===== src/rtl/seq_alu_pkg.sv =====
// Shared opcode and FSM state definitions for seq_alu.
package seq_alu_pkg;

    localparam logic [2:0] OP_ADD = 3'd0;
    localparam logic [2:0] OP_AND = 3'd1;
    localparam logic [2:0] OP_MUL = 3'd2;
    localparam logic [2:0] OP_SUB = 3'd3;

    typedef enum logic [1:0] {
        S_IDLE = 2'd0,
        S_BUSY = 2'd1,
        S_DONE = 2'd2
    } state_e;

endpackage


===== src/rtl/seq_alu_shift_add_mul.sv =====
// Iterative unsigned shift-add multiplier: one multiplier bit per cycle, fixed
// WIDTH-cycle latency after start, with a 1-cycle done pulse.
module shift_add_mul #(
    parameter int unsigned WIDTH = 4
) (
    input  logic               clk,
    input  logic               rst_n,
    input  logic               start,
    input  logic [WIDTH-1:0]   a,
    input  logic [WIDTH-1:0]   b,
    output logic               done,
    output logic [2*WIDTH-1:0] product
);

    localparam int unsigned CW = $clog2(WIDTH) + 1;

    logic [2*WIDTH-1:0] acc_q, acc_d;
    logic [2*WIDTH-1:0] mcand_q, mcand_d;
    logic [WIDTH-1:0]   mplier_q, mplier_d;
    logic [CW-1:0]      cnt_q, cnt_d;
    logic               run_q, run_d;
    logic               done_q, done_d;

    always_comb begin
        acc_d    = acc_q;
        mcand_d  = mcand_q;
        mplier_d = mplier_q;
        cnt_d    = cnt_q;
        run_d    = run_q;
        done_d   = 1'b0;
        if (start) begin
            acc_d    = '0;
            mcand_d  = {{WIDTH{1'b0}}, a};
            mplier_d = b;
            cnt_d    = '0;
            run_d    = 1'b1;
        end else if (run_q) begin
            // Runs all WIDTH iterations even for zero operands so latency is fixed
            if (mplier_q[0]) begin
                acc_d = acc_q + mcand_q;
            end
            mcand_d  = mcand_q << 1;
            mplier_d = mplier_q >> 1;
            cnt_d    = cnt_q + 1'b1;
            if (cnt_q == CW'(WIDTH - 1)) begin
                run_d  = 1'b0;
                done_d = 1'b1;
            end
        end
    end

    always_ff @(posedge clk or negedge rst_n) begin
        if (!rst_n) begin
            acc_q    <= '0;
            mcand_q  <= '0;
            mplier_q <= '0;
            cnt_q    <= '0;
            run_q    <= 1'b0;
            done_q   <= 1'b0;
        end else begin
            acc_q    <= acc_d;
            mcand_q  <= mcand_d;
            mplier_q <= mplier_d;
            cnt_q    <= cnt_d;
            run_q    <= run_d;
            done_q   <= done_d;
        end
    end

    assign done    = done_q;
    assign product = acc_q;

endmodule


===== src/rtl/seq_alu.sv =====
// Registered select-ALU with valid/ready handshakes and iterative multiply.
// Optional SEQ_ALU_OP_CNT_EN adds a saturating output-handshake counter (op_count).
module seq_alu
    import seq_alu_pkg::*;
#(
    parameter int unsigned WIDTH       = 4,
    parameter int unsigned DEFAULT_VAL = 5
) (
    input  logic               clk,
    input  logic               rst_n,
    input  logic               in_valid,
    output logic               in_ready,
    input  logic [2:0]         select,
    input  logic [WIDTH-1:0]   X,
    input  logic [WIDTH-1:0]   Y,
    output logic               out_valid,
    input  logic               out_ready,
    output logic [2*WIDTH-1:0] out,
    output logic               busy
`ifdef SEQ_ALU_OP_CNT_EN
    ,
    output logic [15:0]        op_count
`endif
);

    state_e             state_q, state_d;
    logic [2*WIDTH-1:0] out_q, out_d;
    logic               out_valid_q, out_valid_d;
    logic [2*WIDTH-1:0] alu_res;
    logic               accept;
    logic               mul_start;
    logic               mul_done;
    logic [2*WIDTH-1:0] mul_product;

    assign accept    = in_valid && (state_q == S_IDLE);
    assign mul_start = accept && (select == OP_MUL);

    shift_add_mul #(
        .WIDTH (WIDTH)
    ) u_mul (
        .clk     (clk),
        .rst_n   (rst_n),
        .start   (mul_start),
        .a       (X),
        .b       (Y),
        .done    (mul_done),
        .product (mul_product)
    );

    always_comb begin
        alu_res = '0;
        case (select)
            OP_ADD:  alu_res = (2*WIDTH)'(X) + (2*WIDTH)'(Y);
            OP_AND:  alu_res = {{WIDTH{1'b1}}, X & Y};
            OP_MUL:  alu_res = '0;
            OP_SUB:  alu_res = (2*WIDTH)'(X) - (2*WIDTH)'(Y);
            default: alu_res = (2*WIDTH)'(DEFAULT_VAL);
        endcase
    end

    always_comb begin
        state_d     = state_q;
        out_d       = out_q;
        out_valid_d = out_valid_q;
        case (state_q)
            S_IDLE: begin
                if (accept) begin
                    if (select == OP_MUL) begin
                        state_d = S_BUSY;
                    end else begin
                        state_d     = S_DONE;
                        out_d       = alu_res;
                        out_valid_d = 1'b1;
                    end
                end
            end
            S_BUSY: begin
                if (mul_done) begin
                    state_d     = S_DONE;
                    out_d       = mul_product;
                    out_valid_d = 1'b1;
                end
            end
            S_DONE: begin
                if (out_ready) begin
                    state_d     = S_IDLE;
                    out_valid_d = 1'b0;
                end
            end
            default: begin
                state_d     = S_IDLE;
                out_valid_d = 1'b0;
            end
        endcase
    end

    always_ff @(posedge clk or negedge rst_n) begin
        if (!rst_n) begin
            state_q     <= S_IDLE;
            out_q       <= '0;
            out_valid_q <= 1'b0;
        end else begin
            state_q     <= state_d;
            out_q       <= out_d;
            out_valid_q <= out_valid_d;
        end
    end

    assign in_ready  = (state_q == S_IDLE);
    assign out_valid = out_valid_q;
    assign out       = out_q;
    // Drops in the cycle the product is final, while the FSM latches it into out
    assign busy      = (state_q == S_BUSY) && !mul_done;

`ifdef SEQ_ALU_OP_CNT_EN
    logic [15:0] op_count_q, op_count_d;

    always_comb begin
        op_count_d = op_count_q;
        if (out_valid_q && out_ready && (op_count_q != 16'hFFFF)) begin
            op_count_d = op_count_q + 16'd1;
        end
    end

    always_ff @(posedge clk or negedge rst_n) begin
        if (!rst_n) begin
            op_count_q <= '0;
        end else begin
            op_count_q <= op_count_d;
        end
    end

    assign op_count = op_count_q;
`endif

endmodule

===== config.mk =====
export PLATFORM = sky130hd
export DESIGN_NAME = seq_alu
export DESIGN_NICKNAME = d
export VERILOG_FILES = /design/src/rtl/seq_alu_pkg.sv /design/src/rtl/seq_alu_shift_add_mul.sv /design/src/rtl/seq_alu.sv
export SDC_FILE = /design/constraint.sdc
export NUM_CORES = 1
export LEC_CHECK = 0
export CELL_PAD_IN_SITES_DETAIL_PLACEMENT = 1
export CELL_PAD_IN_SITES_GLOBAL_PLACEMENT = 1
export CORE_ASPECT_RATIO = 1.2
export CORE_MARGIN = 5
export CORE_UTILIZATION = 45
export CTS_BUF_LIST = sky130_fd_sc_hd__clkbuf_2 sky130_fd_sc_hd__clkbuf_4 sky130_fd_sc_hd__clkbuf_8
export DETAILED_ROUTE_END_ITERATION = 7
export PLACE_DENSITY = 0.9
export SYNTH_ARGS = -nofsm -noshare
export SYNTH_HDL_FRONTEND = slang
export SYNTH_HIERARCHICAL = 1
export SYNTH_SLANG_ARGS = --single-unit

===== constraint.sdc =====
create_clock -name clk -period 2.2 [get_ports clk]
set_input_delay 0.66 -clock clk [delete_from_list [all_inputs] [get_ports clk]]
set_output_delay 0.66 -clock clk [all_outputs]
set_load 0.01 [all_outputs]

==> results of run 1 <==
[flip-flops by register name (all words and copies together), names as in the netlist]
name / cells
out_valid: 1
u_mul/run_q: 1
u_mul/mplier_q: 4
u_mul/mcand_q: 8
out: 8
u_mul/product: 8
u_mul/cnt_q: 3
state_q: 2
u_mul/done: 1
[cell usage after synthesis (all sizes together), types with 2 or more instances]
library cell | number | area share, %
a31oi | 5 | 1.4
and2 | 2 | 0.65
o211ai | 2 | 0.65
ha | 17 | 9.2
a211oi | 5 | 1.8
nand3 | 4 | 0.87
nor2b | 2 | 0.54
a21oi | 12 | 2.6
inv | 14 | 2.3
mux2i | 15 | 6.5
nand2 | 28 | 4.6
xor2 | 3 | 1.1
a22oi | 2 | 0.65
a21o | 4 | 1.3
o21ai | 18 | 3.9
buf | 10 | 3.2
a32oi | 2 | 0.76
clkbuf | 3 | 0.49
xnor2 | 4 | 1.5
mux2 | 2 | 1.1
fa | 3 | 2.6
nor3 | 5 | 1.1
dfrtp | 36 | 39
nand2b | 2 | 0.87
nor4 | 2 | 0.54
nor2 | 20 | 3.6
nand4 | 2 | 0.54
[tightest hold or removal path, stage by stage, from the launching register on]
cell	delay, ps
dfrtp_1	390
inv_1	70
o21ai_1	60
[power breakdown]
group / switching, µW / leakage [µW] / total (µW) / internal [µW]
Clock: 256 / 0.0000541 / 591 / 335
Combinational: 739 / 0.000848 / 1430 / 688
Sequential: 249 / 0.000458 / 1170 / 920
Total: 1240 / 0.00136 / 3190 / 1940
[layout by cell type, fill, tap and decap left out, types with 3 or more instances in the layout]
master,count
dfrtp_1,36
nand2_1,28
buf_4,28
nor2_1,19
clkdlybuf4s50_1,18
mux2i_1,15
ha_1,15
o21ai_0,12
inv_1,11
a21oi_1,11
o21ai_1,6
nor3_1,5
a31oi_1,5
clkbuf_8,5
a211oi_1,4
a21o_1,4
xnor2_1,4
nand3_1,4
inv_2,3
xor2_1,3
dlygate4sd2_1,3
[area by class of cell]
class	instances	share of cell area, %
tap	60	2.56
timing repair buffer	54	16.3
clock inverter	3	1.45
clock buffer	5	2.35
multi-input combinational	177	44.9
sequential	36	30.7
inverter	14	1.79
[cells by family (layout without fill, tap and decap cells)]
group,after synthesis,after routing,share of synthesized area (%)
flip-flops,36,36,39.1
AND/OR/NAND/NOR,72,72,15.1
AO/OA/AOI/OAI,61,61,17.7
XOR/XNOR,7,7,2.66
adder cells (fa/ha/maj),20,20,11.8
buffers and inverters,27,76,5.97
multiplexers,17,17,7.65
[per-layer routing]
metal	up-vias	track usage, %
met5	-	0
met2	77	43.8
li1	950	-
met3	28	5.80
met4	0	12.1
met1	1090	28.6
[metrics by stage]
stage                     setup TNS, ps  total power (µW)  setup slack [ps]  util, %
after CTS                         -7.37              3170             -7.37     59.0
after global placement            -4450              2380              -436     56.1
final                                 0              3190              64.8     59.3
after floorplan                       0              1950              87.1        -
after global routing             -0.602              3370            -0.602     59.3
after detailed placement          -6340              2520              -560     56.1
[final timing paths]
check,endpoint,startpoint
worst max-delay path,out[2],X[2]
worst min-delay path,out[0],out[0]
worst max register to register,u_mul/product[7],u_mul/product[2]
worst min register to register,out[0],out[0]
max in group asynchronous,u_mul/mcand_q[2],rst_n
min in group asynchronous,out_valid,rst_n
[timing repair]
| item | CTS | global route |
|---|---|---|
| pin swaps | 3 | 7 |
| endpoints found under the setup margin | 8 | 16 |
| buffers inserted | 0 | 1 |
| gates resized for setup | 17 | 9 |
==> impl_metrics.py, run 1 <==
metrics = {
    "run_status": {
        "status": "finished, final reports clean",
    },
    "clock_network": {
        "clk_pin_slew_ps": 80,
        "ctsHoldBuffers": 0,
        "h-tree-depth": 2,
        "cts-root-buf": "clkbuf_8",
        "cts_buffer_depth": 2,
        "cts_buffers": 5,
        "cts_sinks": 36,
        "cts_tree": "done",
        "insertion_delay_ps": 300,
    },
    "final_layout": {
        "multi_input_area_mm2": 0.00132,
        "fin_nets": 323,
        "stdcell_area_mm2": 0.00293,
        "n_fill_cell": 559,
        "drive_above_1_share_pct": 20.1,
        "layoutNonFillerInstCount": 349,
        "syn_to_final_growth_pct": 27.1,
        "antenna_cells": 0,
        "seq_area_um2": 901,
    },
    "timing": {
        "fmax_ghz": 0.468,
        "slew_violations": 0,
        "max-slew-margin-rel_pct": 68.8,
        "holdWs_ps": 548,
        "finalSetupViolCount": 0,
        "fin_skew_ps": 6.74,
        "worst_pin_slew_ps": 468,
        "hold_viol": 0,
        "period_needed_ps": 2140,
        "period_share_pct": 97.1,
    },
    "critical_path": {
        "cp_slowest_cell": "clkdlybuf4s50_1",
        "endpoint_kind": "flip-flop",
        "max_stage_delay_ps": 540,
        "crit_fanout": 7,
        "arrival_ps": 2320,
        "reg2reg_depth": 6,
        "cp_top_family": "buffers and inverters",
        "path_buf_inv": 1,
        "r2r_setup_slack_ps": 110,
        "path_depth": 7,
        "worstSetupPathType": "input port to flip-flop",
        "crit_chain": "clkdlybuf4s50_1 > ha_4 > xor2_1 > mux2i_1 > a22o_1 > a2bb2oi_2 > mux2_4",
        "worstPathRequired_ps": 2380,
        "start_kind": "input port",
    },
    "power_and_ir_drop": {
        "p_leak_uw": 0.00136,
        "cellPowerDensity_mw_per_mm2": 1090,
        "vdd_drop_max_uv": 543,
    },
    "floorplanning": {
        "die_h_um": 88.4,
        "die_x_um": 75.3,
        "coreArea_mm2": 0.00494,
        "start_util_pct": 46.7,
        "io_pins": 26,
        "row_count": 28,
        "design.die.area_mm2": 0.00666,
    },
    "placement": {
        "dp.cells": 340,
        "gp_congestion": 0.812,
        "place_hpwl_mm": 5.19,
        "dpl_cell_area_mm2": 0.00277,
        "port_buffers": 25,
    },
    "drt": {
        "highest_layer": "met4",
        "drtIter0Drc": 107,
        "met3_length_um": 375,
        "drc": 0,
        "vias_per_cell": 6.15,
        "dr.pass1.iters": 4,
        "wire_per_inst_um": 21.6,
        "dr_wl_met2_mm": 3.99,
        "drt-met1-wl_mm": 2.87,
        "routed_wl_mm": 7.55,
        "num_vias": 2145,
        "postRouteAntennaNets": 0,
    },
    "synth": {
        "syn-num-nets": 275,
        "syn_area_mm2": 0.00231,
        "avgSynthCellArea_um2": 9.61,
        "async_flop_share_pct": 100,
        "ys_seq_elements": 36,
        "yosysSeqAreaShare_pct": 39.1,
        "synth_edf_count": 0,
        "synth.distinct_cells": 51,
        "yosysWarnings": 6,
        "netlist_instances": 240,
        "synthFlopType": "dfrtp_1",
    },
    "min_path": {
        "whs_path_depth": 2,
        "hp-class": "flip-flop to flip-flop",
    },
    "grt": {
        "first_global_vias": 2316,
        "grt_overflow": 0,
        "grt_max_degree": 37,
        "grt_pass1_wl_mm": 12.3,
        "grtUsageTotal_pct": 25.2,
        "antenna_found_initial": 0,
    },
    "run": {
        "max_cap_viol_count": 0,
    },
}
(Power assumes the default switching activity.)
==> run 2: changes to the inputs <==
SETUP_SLACK_MARGIN = 0.15   (was unset)
SLEW_MARGIN = 30   (was unset)
==> impl_metrics.py, run 2 (same netlist as run 1, synthesis figures left out) <==
metrics = {
    "run_status": {
        "status": "finished, final reports clean",
    },
    "placement": {
        "port_buffers": 25,
        "pre_cts_ws_ps": -439,
        "gp_congestion": 0.805,
        "place_hpwl_mm": 5.28,
    },
    "timing": {
        "setup_tns_ps": 0,
        "fin_skew_ps": 9.50,
        "grt_setup_unrepaired": "false",
        "period_share_pct": 94.8,
        "max-slew-margin-rel_pct": 72.0,
        "worst_pin_slew_ps": 418,
        "period_needed_ps": 2090,
        "finalWorstSetupSlack_ps": 114,
        "finalSetupViolCount": 0,
        "holdWs_ps": 323,
        "hold_viol": 0,
        "fmax_ghz": 0.479,
        "slew_violations": 0,
    },
    "min_path": {
        "hp-class": "input port to async pin",
    },
    "clock_network": {
        "cts_buffer_depth": 2,
        "clk_pin_slew_ps": 80,
        "cts_tree": "done",
        "cts_buffers": 5,
        "cts_sinks": 36,
        "cts-root-buf": "clkbuf_8",
        "insertion_delay_ps": 290,
        "h-tree-depth": 2,
    },
    "final_layout": {
        "fin_nets": 327,
        "final_common_cell": "dfrtp_1",
        "layout_common_cells": "dfrtp_1, buf_4, nand2_1, nor2_1, mux2i_1",
        "drive_above_1_share_pct": 24.6,
        "multi_input_area_mm2": 0.00137,
        "antenna_cells": 0,
        "n_fill_cell": 554,
        "syn_to_final_growth_pct": 31.9,
        "seq_area_um2": 901,
    },
    "grt": {
        "grtUsageTotal_pct": 23.7,
        "grt_pass1_wl_mm": 11.9,
        "grt_max_degree": 37,
        "antenna_found_initial": 0,
        "grt_overflow": 0,
        "first_global_vias": 2349,
    },
    "floorplanning": {
        "row_count": 28,
        "io_pins": 26,
        "design.die.area_mm2": 0.00666,
        "coreArea_mm2": 0.00494,
        "die_x_um": 75.3,
        "start_util_pct": 46.7,
        "die_h_um": 88.4,
    },
    "drt": {
        "dr.pass1.iters": 4,
        "drtIter0Drc": 159,
        "drc": 0,
        "wire_per_inst_um": 22.6,
        "routed_wl_mm": 7.99,
        "num_vias": 2162,
        "postRouteAntennaNets": 0,
        "vias_per_cell": 6.12,
    },
    "critical_path": {
        "crit_fanout": 3,
        "arrival_ps": 2270,
        "start_kind": "input port",
        "worstSetupPathType": "input port to flip-flop",
        "cp_slowest_cell": "fa_2",
        "crit_chain": "clkdlybuf4s15_1 > fa_2 > xor2_1 > mux2i_1 > a22o_1 > a2bb2oi_1 > mux2_2",
        "reg2reg_depth": 7,
        "endpoint_kind": "flip-flop",
        "worstPathRequired_ps": 2380,
        "max_stage_delay_ps": 450,
    },
    "run": {
        "max_cap_viol_count": 0,
    },
    "power_and_ir_drop": {
        "cellPowerDensity_mw_per_mm2": 1080,
        "vdd_drop_max_uv": 775,
        "p_leak_uw": 0.00141,
    },
}
-- run 2: area by class of cell --
class,count,share of cell area (%)
repair buffers,58,16.9
well taps,60,2.47
inverters,14,1.73
multi-input cells,177,45.1
flip-flops and latches,36,29.6
clock buffers,7,3.17
clock inverters,1,0.987
-- run 2: metrics by stage --
stage	instance area (µm²)	total power, µW	util [%]	std cells
2_1_floorplan	2310	1950	-	240
3_3_place_gp	2780	2390	56.3	340
3_5_place_dp	2780	2520	56.3	340
4_1_cts	2970	3220	60.1	350
5_1_grt	3040	3470	61.6	353
6_report	3040	3280	61.6	353
-- run 2: repair_timing --
item | 4_1_cts | 5_1_grt
pin swaps | 11 | 11
endpoints found under the setup margin | 23 | 16
buffers inserted | 2 | 3
hold buffers | 0 | 0
gates resized for setup | 28 | 15
-- run 2: worst max-delay path: cells and delay by family --
kind | cells | cell delay, ps
compound gates | 2 | 260
xor+xnor | 1 | 170
fa+ha+maj | 1 | 450
mux | 2 | 470
buf+inv | 1 | 260
-- run 2: path summary, 6_finish.rpt --
path | start | end | slack (ps)
max in group asynchronous | rst_n | u_mul/product[3] | 1690
hold / removal | rst_n | u_mul/product[0] | 320
hold reg to reg | out_valid | out_valid | 520
min in group clk | out_valid | out_valid | 520
setup / recovery | X[1] | out[2] | 110
setup reg to reg | u_mul/mcand_q[0] | u_mul/product[4] | 190
-- run 2: power by group --
part,internal (µW),total [µW],switching (µW)
logic,692,1460,767
registers,920,1170,250
clock network,400,648,248
-- run 2: metal layers --
layer	vias up	share of wire, %	track usage, %
li1	957	-	-
met1	1087	38	27.3
met2	87	54	43.4
met3	31	4.3	4.66
met4	0	3.3	7.31
met5	-	0	0
==> run 3: changes to the inputs <==
ABC_AREA = 1   (was unset)
CORE_UTILIZATION = 43   (was 45)
PLACE_DENSITY = 0.89   (was 0.9)
==> impl_metrics.py, run 3 <==
metrics = {
    "run_status": {
        "status": "finished, final reports clean",
    },
    "floorplanning": {
        "die_x_um": 76.0,
        "design.die.area_mm2": 0.00678,
        "row_count": 28,
        "die_h_um": 89.2,
        "coreArea_mm2": 0.00501,
        "start_util_pct": 44.9,
        "io_pins": 26,
    },
    "power_and_ir_drop": {
        "clkPwrFrac_pct": 17.9,
        "combPwrFrac_pct": 46.6,
        "cellPowerDensity_mw_per_mm2": 1090,
        "p_sw_uw": 1300,
        "p_leak_uw": 0.00150,
        "p_int_uw": 1940,
        "netSwitchingFraction_pct": 40.1,
        "seqPwrFrac_pct": 35.5,
        "vdd_drop_max_uv": 511,
    },
    "synth": {
        "yosysWarnings": 6,
        "avgSynthCellArea_um2": 8.27,
        "ys_seq_elements": 36,
        "synthFlopType": "dfrtp_1",
        "netlist_instances": 272,
        "synth_edf_count": 0,
        "ys_top_cells_by_area": "dfrtp_1, nand2_1, ha_1",
        "async_flop_share_pct": 100,
        "synth_common_cells": "nand2_1, dfrtp_1, inv_1, nand3_1, a21oi_1",
        "synthMostInstantiatedCell": "nand2_1",
        "syn_area_mm2": 0.00225,
        "yosys.area.top_type_share_pct": 40.0,
        "yosysTopAreaCell": "dfrtp_1",
        "syn-num-nets": 307,
        "synth.distinct_cells": 37,
        "yosysSeqAreaShare_pct": 40.0,
    },
    "clock_network": {
        "clk_pin_slew_ps": 80,
        "cts_buffer_depth": 2,
        "cts_sinks": 36,
        "ctsHoldBuffers": 0,
        "cts_buffers": 5,
        "cts-root-buf": "clkbuf_8",
        "insertion_delay_ps": 290,
        "h-tree-depth": 2,
        "cts_tree": "done",
    },
    "grt": {
        "grt_max_degree": 37,
        "grt_overflow": 0,
        "grtUsageTotal_pct": 21.1,
        "first_global_vias": 2433,
        "grt_pass1_wl_mm": 11.5,
        "antenna_found_initial": 0,
    },
    "critical_path": {
        "arrival_ps": 2190,
        "crit_fanout": 7,
        "endpoint_kind": "flip-flop",
        "start_kind": "input port",
        "worstSetupPathType": "input port to flip-flop",
        "worstPathRequired_ps": 2380,
    },
    "timing": {
        "period_needed_ps": 2010,
        "finalSetupViolCount": 0,
        "setup_tns_ps": 0,
        "fin_skew_ps": 8.92,
        "finalWorstSetupSlack_ps": 187,
        "hold_viol": 0,
        "worst_pin_slew_ps": 479,
        "period_share_pct": 91.5,
        "slew_violations": 0,
        "fmax_ghz": 0.497,
        "max-slew-margin-rel_pct": 68.0,
        "grt_setup_unrepaired": "false",
    },
    "final_layout": {
        "drive_above_1_share_pct": 22.1,
        "final_util_pct": 59.2,
        "syn_to_final_growth_pct": 31.9,
        "multi_input_area_mm2": 0.00124,
        "n_fill_cell": 603,
        "fin_nets": 369,
        "layout_common_cells": "nand2_1, dfrtp_1, buf_4, inv_1, nand3_1",
        "antenna_cells": 0,
        "final_common_cell": "nand2_1",
        "seq_area_um2": 902,
    },
    "drt": {
        "postRouteAntennaNets": 0,
        "vias_per_cell": 5.34,
        "dr.pass1.iters": 4,
        "routed_wl_mm": 6.70,
        "drtIter0Drc": 126,
        "wire_per_inst_um": 17.0,
        "num_vias": 2110,
        "drc": 0,
    },
    "placement": {
        "place_hpwl_mm": 4.98,
        "pre_cts_ws_ps": -430,
        "gp_congestion": 0.860,
        "port_buffers": 25,
    },
    "run": {
        "max_cap_viol_count": 0,
    },
    "min_path": {
        "hp-class": "flip-flop to flip-flop",
    },
}
[run 3: cell count changes after synthesis, sizes merged, moves of 4 or more]
cell    before  now
a21o         4    0
buf         10    2
o21ai       18   13
a211oi       5    0
a21oi       12   20
mux2i       15    0
nand3        4   22
or2          0    4
a31oi        5    0
nand2       28   79
inv         14   34
[run 3: path summary, 6_finish.rpt]
path	cells after the start	slack, ps	from	endpoint
setup / recovery	8	190	X[2]	out[2]
hold / removal	1	490	u_mul/cnt_q[0]	u_mul/cnt_q[0]
setup reg to reg	8	520	u_mul/product[0]	u_mul/product[6]
hold reg to reg	1	490	u_mul/cnt_q[0]	u_mul/cnt_q[0]
max in group asynchronous	2	1070	rst_n	state_q[0]
min in group asynchronous	2	780	rst_n	out[1]
[run 3: cell type report]
type,count,share of cell area [%]
clock buffers,5,2.32
clock inverters,3,1.43
inverters,34,4.55
multi-input cells,200,41.9
flip-flops and latches,36,30.4
well taps,60,2.53
repair buffers,57,16.8
[run 3: worst max-delay path, stage by stage]
cell and delay (ps):
clkdlybuf4s50_1 480, ha_4 350, inv_2 60, or2_0 230, nand3_1 100, nand4_1 110, o211ai_1 120, nand2_1 80
[run 3: metal layers]
| metal | share of wire (%) | routed length (µm) | global-route usage [%] |
|---|---|---|---|
| met1 | 40 | 2670 | 22.4 |
| met2 | 54 | 3610 | 41.4 |
| met3 | 3.6 | 240 | 4.13 |
| met4 | 2.8 | 186 | 7.44 |
| met5 | 0 | 0 | 0 |
[run 3: kinds of logic (layout without fill, tap and decap cells)]
group	count (synthesis)	count (layout)	synth area share, %
simple gates	132	132	27.9
compound gates	45	45	11.8
flops	36	36	40.0
buf+inv	36	99	7.01
fa+ha+maj	20	20	12.1
xor+xnor	3	3	1.17
[run 3: through the flow]
step	instances	area, µm²	hold WS, ps	total power (µW)
2_1_floorplan	272	2250	364	2030
3_3_place_gp	382	2770	467	2520
3_5_place_dp	382	2770	487	2640
4_1_cts	393	2910	496	3250
5_1_grt	395	2970	537	3510
6_report	395	2970	493	3240
[run 3: power by group through the flow]
stage | sequential (µW) | clock [µW] | combinational [µW]
after floorplan | 1140 | 0 | 886
after global placement | 1140 | 0 | 1380
after detailed placement | 1160 | 0 | 1480
after CTS | 1150 | 599 | 1500
after global routing | 1180 | 636 | 1690
final | 1150 | 580 | 1510
[run 3: what timing repair did]
item | 4_1_cts | 5_1_grt
setup endpoints to repair | 8 | 19
pin swaps | 5 | 5
setup buffers | 3 | 2
resized for setup | 12 | 13
